--- src/rtl/pipe_ctrl_pkg.sv ---
// Shared encodings for the pipeline stall/flush sequencer: FSM states,
// pipeline control bundle, flush NOP and the legacy bubble-count codes.
package pipe_ctrl_pkg;

    localparam int unsigned ST_W = 2;

    localparam logic [ST_W-1:0] ST_RUN      = 2'd0;
    localparam logic [ST_W-1:0] ST_HZ_STALL = 2'd1;
    localparam logic [ST_W-1:0] ST_MEM_WAIT = 2'd2;

    // Instruction the pipeline registers load when flushed (addi x0, x0, 0).
    typedef enum logic [31:0] {
        NOP_INSN = 32'h0000_0013
    } nop_insn_e;

    // Legacy bubble-count codes; numerically identical to hz_cycles.
    typedef enum logic [1:0] {
        PIP_NOSTOP = 2'd0,
        PIP_1STOP  = 2'd1,
        PIP_2STOP  = 2'd2,
        PIP_3STOP  = 2'd3
    } pip_stop_e;

    typedef struct packed {
        logic pc_we;
        logic ifid_we;
        logic idex_we;
        logic exmem_we;
        logic memwb_we;
        logic ifid_flush;
        logic idex_flush;
    } pipe_ctl_t;

    localparam pipe_ctl_t CTL_RUN        = '{1'b1, 1'b1, 1'b1, 1'b1, 1'b1, 1'b0, 1'b0};
    localparam pipe_ctl_t CTL_FREEZE     = '{1'b0, 1'b0, 1'b0, 1'b0, 1'b0, 1'b0, 1'b0};
    localparam pipe_ctl_t CTL_BUBBLE     = '{1'b0, 1'b0, 1'b1, 1'b1, 1'b1, 1'b0, 1'b1};
    localparam pipe_ctl_t CTL_REDIRECT   = '{1'b1, 1'b1, 1'b1, 1'b1, 1'b1, 1'b1, 1'b1};
    localparam pipe_ctl_t CTL_FETCH_WAIT = '{1'b0, 1'b1, 1'b1, 1'b1, 1'b1, 1'b1, 1'b0};

endpackage

--- src/rtl/pipe_ctrl_sat_counter.sv ---
// Saturating up-counter used for the pipeline performance counters.
module sat_counter #(
    parameter int unsigned W = 32
) (
    input  logic         clk,
    input  logic         rst_n,
    input  logic         inc,
    output logic [W-1:0] q
);

    logic [W-1:0] cnt_q;
    logic [W-1:0] cnt_d;

    // Stick at all-ones instead of wrapping.
    always_comb begin
        cnt_d = cnt_q;
        if (inc && (cnt_q != {W{1'b1}})) begin
            cnt_d = cnt_q + W'(1);
        end
    end

    always_ff @(posedge clk or negedge rst_n) begin
        if (!rst_n) begin
            cnt_q <= '0;
        end else begin
            cnt_q <= cnt_d;
        end
    end

    assign q = cnt_q;

endmodule

--- src/rtl/pipe_ctrl.sv ---
// Stall/flush sequencer for the 5-stage pipeline: merges memory wait, EX
// redirect, hazard bubbles and fetch wait into stage enables and flushes.
module pipe_ctrl
    import pipe_ctrl_pkg::*;
#(
    parameter int unsigned CNT_W = 32,
    parameter int unsigned HZ_W  = 2
) (
    input  logic             clk,
    input  logic             rst_n,
    input  logic             hz_req,
    input  logic [HZ_W-1:0]  hz_cycles,
    input  logic             br_taken,
    input  logic             dmem_req,
    input  logic             dmem_ready,
    input  logic             imem_ready,
    output logic             pc_we,
    output logic             ifid_we,
    output logic             idex_we,
    output logic             exmem_we,
    output logic             memwb_we,
    output logic             ifid_flush,
    output logic             idex_flush,
    output logic             stall_busy,
    output logic [CNT_W-1:0] stall_cycles,
    output logic [CNT_W-1:0] flush_events
);

    logic [ST_W-1:0] state_q, state_d;
    logic [ST_W-1:0] saved_q, saved_d;
    logic [HZ_W-1:0] cnt_q, cnt_d;
    logic [ST_W-1:0] eff_state;
    pipe_ctl_t       ctl;
    logic            redirect;
    logic            hz_new;

    assign hz_new = hz_req && (hz_cycles != HZ_W'(PIP_NOSTOP));

    // Next-state and zero-latency outputs; a released memory wait replays the saved state.
    always_comb begin
        eff_state = state_q;
        if ((state_q == ST_MEM_WAIT) && dmem_ready) begin
            eff_state = saved_q;
        end
        state_d  = eff_state;
        saved_d  = saved_q;
        cnt_d    = cnt_q;
        ctl      = CTL_RUN;
        redirect = 1'b0;

        if ((state_q == ST_MEM_WAIT) && !dmem_ready) begin
            ctl = CTL_FREEZE;
        end else if ((state_q != ST_MEM_WAIT) && dmem_req && !dmem_ready) begin
            ctl     = CTL_FREEZE;
            saved_d = state_q;
            state_d = ST_MEM_WAIT;
        end else if (br_taken) begin
            ctl      = CTL_REDIRECT;
            redirect = 1'b1;
            cnt_d    = '0;
            state_d  = ST_RUN;
        end else if (eff_state == ST_HZ_STALL) begin
            ctl = CTL_BUBBLE;
            if (cnt_q <= HZ_W'(PIP_1STOP)) begin
                cnt_d   = '0;
                state_d = ST_RUN;
            end else begin
                cnt_d   = cnt_q - HZ_W'(1);
                state_d = ST_HZ_STALL;
            end
        end else if (hz_new) begin
            ctl     = CTL_BUBBLE;
            cnt_d   = hz_cycles - HZ_W'(1);
            state_d = (hz_cycles > HZ_W'(PIP_1STOP)) ? ST_HZ_STALL : ST_RUN;
        end else if (!imem_ready) begin
            ctl = CTL_FETCH_WAIT;
        end

        if (!rst_n) begin
            ctl      = CTL_FREEZE;
            redirect = 1'b0;
        end
    end

    always_ff @(posedge clk or negedge rst_n) begin
        if (!rst_n) begin
            state_q <= ST_RUN;
            saved_q <= ST_RUN;
            cnt_q   <= '0;
        end else begin
            state_q <= state_d;
            saved_q <= saved_d;
            cnt_q   <= cnt_d;
        end
    end

    assign pc_we      = ctl.pc_we;
    assign ifid_we    = ctl.ifid_we;
    assign idex_we    = ctl.idex_we;
    assign exmem_we   = ctl.exmem_we;
    assign memwb_we   = ctl.memwb_we;
    assign ifid_flush = ctl.ifid_flush;
    assign idex_flush = ctl.idex_flush;
    assign stall_busy = rst_n && (state_q != ST_RUN);

    sat_counter #(.W(CNT_W)) u_stall_cnt (
        .clk   (clk),
        .rst_n (rst_n),
        .inc   (!ctl.pc_we),
        .q     (stall_cycles)
    );

    sat_counter #(.W(CNT_W)) u_flush_cnt (
        .clk   (clk),
        .rst_n (rst_n),
        .inc   (redirect),
        .q     (flush_events)
    );

endmodule
--- config.mk ---
export PLATFORM = sky130hd
export DESIGN_NAME = pipe_ctrl
export DESIGN_NICKNAME = d
export VERILOG_FILES = /design/src/rtl/pipe_ctrl_pkg.sv /design/src/rtl/pipe_ctrl_sat_counter.sv /design/src/rtl/pipe_ctrl.sv
export SDC_FILE = /design/constraint.sdc
export NUM_CORES = 1
export LEC_CHECK = 0
export CORE_AREA = 2 2 96 98
export DETAILED_ROUTE_END_ITERATION = 8
export DIE_AREA = 0 0 98 100
export PLACE_DENSITY = 0.67
export SYNTH_ARGS = -nofsm -noshare
export SYNTH_HDL_FRONTEND = slang
export SYNTH_HIERARCHICAL = 1
export SYNTH_SLANG_ARGS = --single-unit
export TNS_END_PERCENT = 100
--- constraint.sdc ---
create_clock -name clk -period 6.2 [get_ports clk]
set_input_delay 0.93 -clock clk [delete_from_list [all_inputs] [get_ports clk]]
set_output_delay 0.93 -clock clk [all_outputs]
set_load 0.01 [all_outputs]
---- Yosys cells after proc, flatten, opt, wreduce, memory -nomap -nowiden ----
Index checks and enable logic that the tools add are counted.
storage, ports and cells
  bits in latches ......................... 0
  input bits .............................. 9
  register bits ........................... 70
  bits in writable memories ............... 0
  memory bits (read-only) ................. 0
  memories kept ........................... 0
cells by class
  eq/ne operators ......................... 5
  muxes and demuxes ....................... 23
  $add $sub $neg .......................... 4
  divide/modulo/power cells ............... 0
  bitwise operators ....................... 2
  order comparisons ....................... 2
  $mul .................................... 0
  shift-type cells ........................ 0
  reductions and logical operators ........ 15
operators by type and width
  cell                                                                   count
  32-bit by 1-bit adder with 32-bit output, second input constant        2
  32-bit != test, second input constant                                  2
  7-bit two-way mux                                                      7
  2-bit two-way mux                                                      10
  1-bit logical AND                                                      8
  1-bit two-way mux                                                      6
  2-bit nonzero test                                                     2
  2-bit by 1-bit subtractor with 2-bit output, second input constant     2
  3-bit AND reduction                                                    1
  3-bit nonzero test                                                     1
  2-bit by 1-bit == test with 1-bit output, second input constant        1
  2-bit == test, second input constant                                   1
  2-bit by 1-bit > comparator with 1-bit output, second input constant   1
  2-bit by 1-bit <= comparator with 1-bit output, second input constant  1
  1-bit zero test                                                        2
  2-bit != test, second input constant                                   1
  1-bit NOT                                                              2
  2-bit AND reduction                                                    1

---- Logic depth before layout (Yosys ltp) ----
  word-level depth ........................ 11
  gate-level depth with buffers ........... 11
  gate-level depth less buffers ........... 10

---- Modules after synthesis ----
Netlist, hierarchy kept.
by module, submodules not included
  module                      area each (um2)  times used  sequential area each (um2)  cells each
  sat_counter at u_stall_cnt  1624.1           1           800.8                       151
  sat_counter at u_flush_cnt  1522.7           1           800.8                       140
  pipe_ctrl                   531.8            1           150.1                       60

---- Worst setup path before layout ----
Ideal clock, no wire load.
  path kind ............................... input -> register
  start point ............................. input dmem_ready
  end point ............................... register u_stall_cnt.cnt_q[29], in the netlist u_stall_cnt/q[29]
  data required time ...................... 6121 ps
  arrival ................................. 3045 ps
  setup slack ............................. 3076 ps
  buffers on the path ..................... 1
  stages on the path ...................... 10
  path through ............................ or3b_4 -> o21ai_4 -> nor2_1 -> a31oi_1 -> and3_1 -> nor2b_1 -> clkbuf_1 -> nand4_1 -> nor4_2 -> xor2_1
on the way
  cells in the longest elaborated chain, start to end .. 10
  elaborated cells between the ends (all ways) .. 13
ends and longest elaborated chain
  what                                      line                         text
  start, declared                           pipe_ctrl.sv:15              input logic dmem_ready,
  1-bit logical AND                         pipe_ctrl.sv:42              if ((state_q == ST_MEM_WAIT) && dmem_ready) begin
  2-bit two-way mux                         pipe_ctrl.sv:42
  2-bit by 1-bit == test with 1-bit output  pipe_ctrl.sv:62              end else if (eff_state == ST_HZ_STALL) begin
  7-bit two-way mux                         pipe_ctrl.sv:62
  7-bit two-way mux                         pipe_ctrl.sv:57              end else if (br_taken) begin
  7-bit two-way mux                         pipe_ctrl.sv:53              end else if ((state_q != ST_MEM_WAIT) && dmem_req && !dmem_ready) begin
  7-bit two-way mux (*)                     pipe_ctrl.sv:51              if ((state_q == ST_MEM_WAIT) && !dmem_ready) begin
  7-bit two-way mux (*)                     pipe_ctrl.sv:79              if (!rst_n) begin
  1-bit zero test (*)                       pipe_ctrl.sv:109             .inc (!ctl.pc_we),
  1-bit logical AND (*)                     pipe_ctrl_sat_counter.sv:17  if (inc && (cnt_q != {W{1'b1}})) begin
  end signal, assigned                      pipe_ctrl_sat_counter.sv:26  cnt_q <= cnt_d;
  end, declared                             pipe_ctrl_sat_counter.sv:11  logic [W-1:0] cnt_q;
Mark *: on every way between the ends. The rest lies on a longest branch, timed or not.
A chain may end at the register's enable or synchronous reset.

---- Worst setup path after layout ----
  start point ............................. input br_taken
  end point ............................... output pc_we
on the way
  cells in the longest elaborated chain, start to end .. 4
ends and longest elaborated chain
  what               line             text
  start, declared    pipe_ctrl.sv:13  input logic br_taken,
  7-bit two-way mux  pipe_ctrl.sv:57
  7-bit two-way mux  pipe_ctrl.sv:53
  7-bit two-way mux  pipe_ctrl.sv:51
  7-bit two-way mux  pipe_ctrl.sv:79
  end, declared      pipe_ctrl.sv:17  output logic pc_we,
Every way passes these cells.

==> flow_metrics.env <==
export IMPL_die_area_sq_mm=0.009800
export IMPL_syn_inst=351
export IMPL_synth_edff_count=0
export IMPL_die_h_microns=100
export IMPL_finalCritPeriodShare_pct=65.85
export IMPL_cts_resized_gates=0
export IMPL_drive_above_1_share_pct=9.318
export IMPL_fmax_ghz=0.2450
export IMPL_hold_viol=0
export IMPL_grt_pass1_wl_microns=13780
export IMPL_drc=0
export IMPL_maxCapViolations=0
export IMPL_gp_congestion=0.9675
export IMPL_pin_count=81
export IMPL_fin_setup_tns_ps=0
export IMPL_tightest_slew_ps=1046
export IMPL_final_common_cell="clkdlybuf4s50_1"
export IMPL_post_cts_setup_buffer_count=0
export IMPL_crit_type="input port to output port"
export IMPL_cts_sinks=70
export IMPL_area_growth_synth_to_final_pct=31.56
export IMPL_overflow=0
export IMPL_slowest_delay_ps=740
export IMPL_required_ps=5270
export IMPL_rows=35
export IMPL_die_width_microns=98
export IMPL_rsz0062_at_grt="false"
export IMPL_worstPathArrival_ps=3150
export IMPL_ys_ff_latch=70
export IMPL_fin_skew_ps=11.97
export IMPL_fin_area_sq_mm=0.004840
export IMPL_maxSlewViolCount=0
export IMPL_ir_worst_vdd_mv=0.1168
export IMPL_synth_area_per_cell_sq_um=10.48
export IMPL_min_period_ps=4082
export IMPL_startpoint_type="input port"
export IMPL_p_per_area_mw_per_mm2=278.0
export IMPL_yosys_warnings=6
export IMPL_r2r_slack_ps=3060
export IMPL_path_buf_inv=3
export IMPL_critPathMaxFanout=8
export IMPL_timing_rr_end="u_stall_cnt/q[29]$_DFFE_PN0P_"
export IMPL_status="complete, no violations"
export IMPL_synth_flop_cell="dfrtp_1"
export IMPL_post_drt_via_cell_ratio=5.390
export IMPL_insertion_delay_ps=350
export IMPL_ant_nets=0
export IMPL_cts_root_buf="clkbuf_8"
export IMPL_synthArstFlopShare_pct=100.0
export IMPL_clockBufferDepth=2
export IMPL_layout_common_cells="clkdlybuf4s50_1, dfrtp_1, xnor2_1"
export IMPL_hpwlAfterDp_microns=6095
export IMPL_h_tree_depth=3
export IMPL_r2r_start="state_q[0]$_DFF_PN0_"
export IMPL_ys_types=57
export IMPL_antenna_cells=0
export IMPL_fill_cells=830
export IMPL_postCtsHoldBufs=0
export IMPL_numCtsBuffers=9
export IMPL_finalSetupViolations=0
export IMPL_grt_pass1_vias=2742
export IMPL_synth_seq_area_share_pct=47.62
export IMPL_cpMostUsedCell="clkdlybuf4s50_1"
export IMPL_drt_pre_antenna_iters=4
export IMPL_cp_slowest_cell="nor3b_1"
export IMPL_clk_pin_slew_worst_paths_ps=70
export IMPL_wire_per_inst_microns=15.40
export IMPL_synth_nets=364
export IMPL_crit_chain="clkdlybuf4s50_1 -> inv_1 -> nor3b_1 -> a31o_2 -> clkdlybuf4s50_1"
export IMPL_cts_tree="yes"
export IMPL_initial_core_util_pct=41.38
export IMPL_drtIter0Drc=119
export IMPL_reg2reg_depth=9
export IMPL_io_buffers=80
export IMPL_hold_class="input port to asynchronous set/reset pin"
export IMPL_wirelength_microns=8488
export IMPL_num_vias=2970
export IMPL_core_sq_mm=0.008890
export IMPL_netlist_area_sq_mm=0.003679
export IMPL_layout_nets=448
export IMPL_crit_family="buffers and inverters"
export IMPL_path_depth=5
export IMPL_p_leak_nw=1.997
export IMPL_grt_total_usage_pct=17.52
export IMPL_grt_antenna_before_repair=0
export IMPL_grt_max_degree=66
export IMPL_relSlewSlack_pct=29.59
export IMPL_holdWs_ps=430.6
export IMPL_cp_end_kind="output port"
export IMPL_place_area_sq_mm=0.004559
worst max-delay path by stage:
stage / end / slack, ps / from
after floorplan: u_stall_cnt/q[29]$_DFFE_PN0P_ / 3080 / dmem_ready
after global placement: pc_we / 2200 / br_taken
after detailed placement: u_stall_cnt/q[29]$_DFFE_PN0P_ / 2080 / hz_cycles[0]
after CTS: pc_we / 2120 / br_taken
after global routing: pc_we / 1940 / br_taken
final: pc_we / 2120 / br_taken
cell families (layout without fill, tap and decap cells):
kind of cell / after synthesis / count (layout) / share of synthesized area [%]
simple gates: 165 / 165 / 25.82
flops: 70 / 70 / 47.62
xor+xnor: 59 / 59 / 14.05
compound gates: 30 / 30 / 6.871
buf+inv: 18 / 107 / 2.687
mux: 5 / 5 / 1.598
fa+ha+maj: 4 / 4 / 1.361
per-stage QoR:
stage | instances | worst slack [ps] | power, mW | utilization, %
floorplan | 351 | 3076 | 0.7020 | -
global placement | 535 | 2198 | 0.8400 | 51.29
detailed placement | 535 | 2078 | 0.8448 | 51.29
CTS | 551 | 2121 | 1.359 | 54.44
global route | 551 | 1944 | 1.409 | 54.44
finish | 551 | 2118 | 1.345 | 54.44
state kept, by name (all words and copies together) (netlist names):
| name | count |
|---|---|
| state_q | 2 |
| u_flush_cnt/q | 32 |
| cnt_q | 2 |
| u_stall_cnt/q | 32 |
| saved_q | 2 |
where the power goes:
part           internal (mW)  switching [mW]  total, mW
Sequential             0.502          0.0705      0.572
Clock                  0.331           0.180      0.511
Combinational          0.139           0.123      0.262
Total                  0.972           0.373       1.35
layer usage:
| metal | global-route usage (%) | vias to the layer above | routed length [microns] |
|---|---|---|---|
| met5 | 0 | - | 0 |
| met4 | 6.090 | 0 | 103 |
| met3 | 4.109 | 6 | 523 |
| met2 | 26.13 | 96 | 3826 |
| met1 | 25.13 | 1429 | 4035 |
| li1 | - | 1439 | - |
cells in the mapped netlist (3+ instances only):
cell type	n	area (sq um)
dfrtp_1	70	1752
xnor2_1	43	376.6
nand4_1	30	187.7
nand2_1	29	108.9
nand3_1	26	130.1
nor2_1	25	93.84
xor2_1	16	140.1
inv_1	10	37.54
nor4_1	9	56.30
and4_1	8	70.07
nor3_1	7	35.03
a21oi_1	6	30.03
ha_1	4	50.05
nor2b_1	4	25.02
and3_1	3	18.77
buf_6	3	33.78
nand2b_1	3	18.77
o21a_1	3	22.52
or4_4	3	33.78
final cells by class:
class	count	area, sq um	share of cell area [%]
repair buffers	81	803.3	16.60
clock inverters	5	128.9	2.663
flip-flops and latches	70	1752	36.19
clock buffers	11	151.4	3.128
well taps	111	138.9	2.870
inverters	10	37.54	0.7756
multi-input cells	263	1828	37.77
No activity file was read; power rests on OpenSTA's default activity.
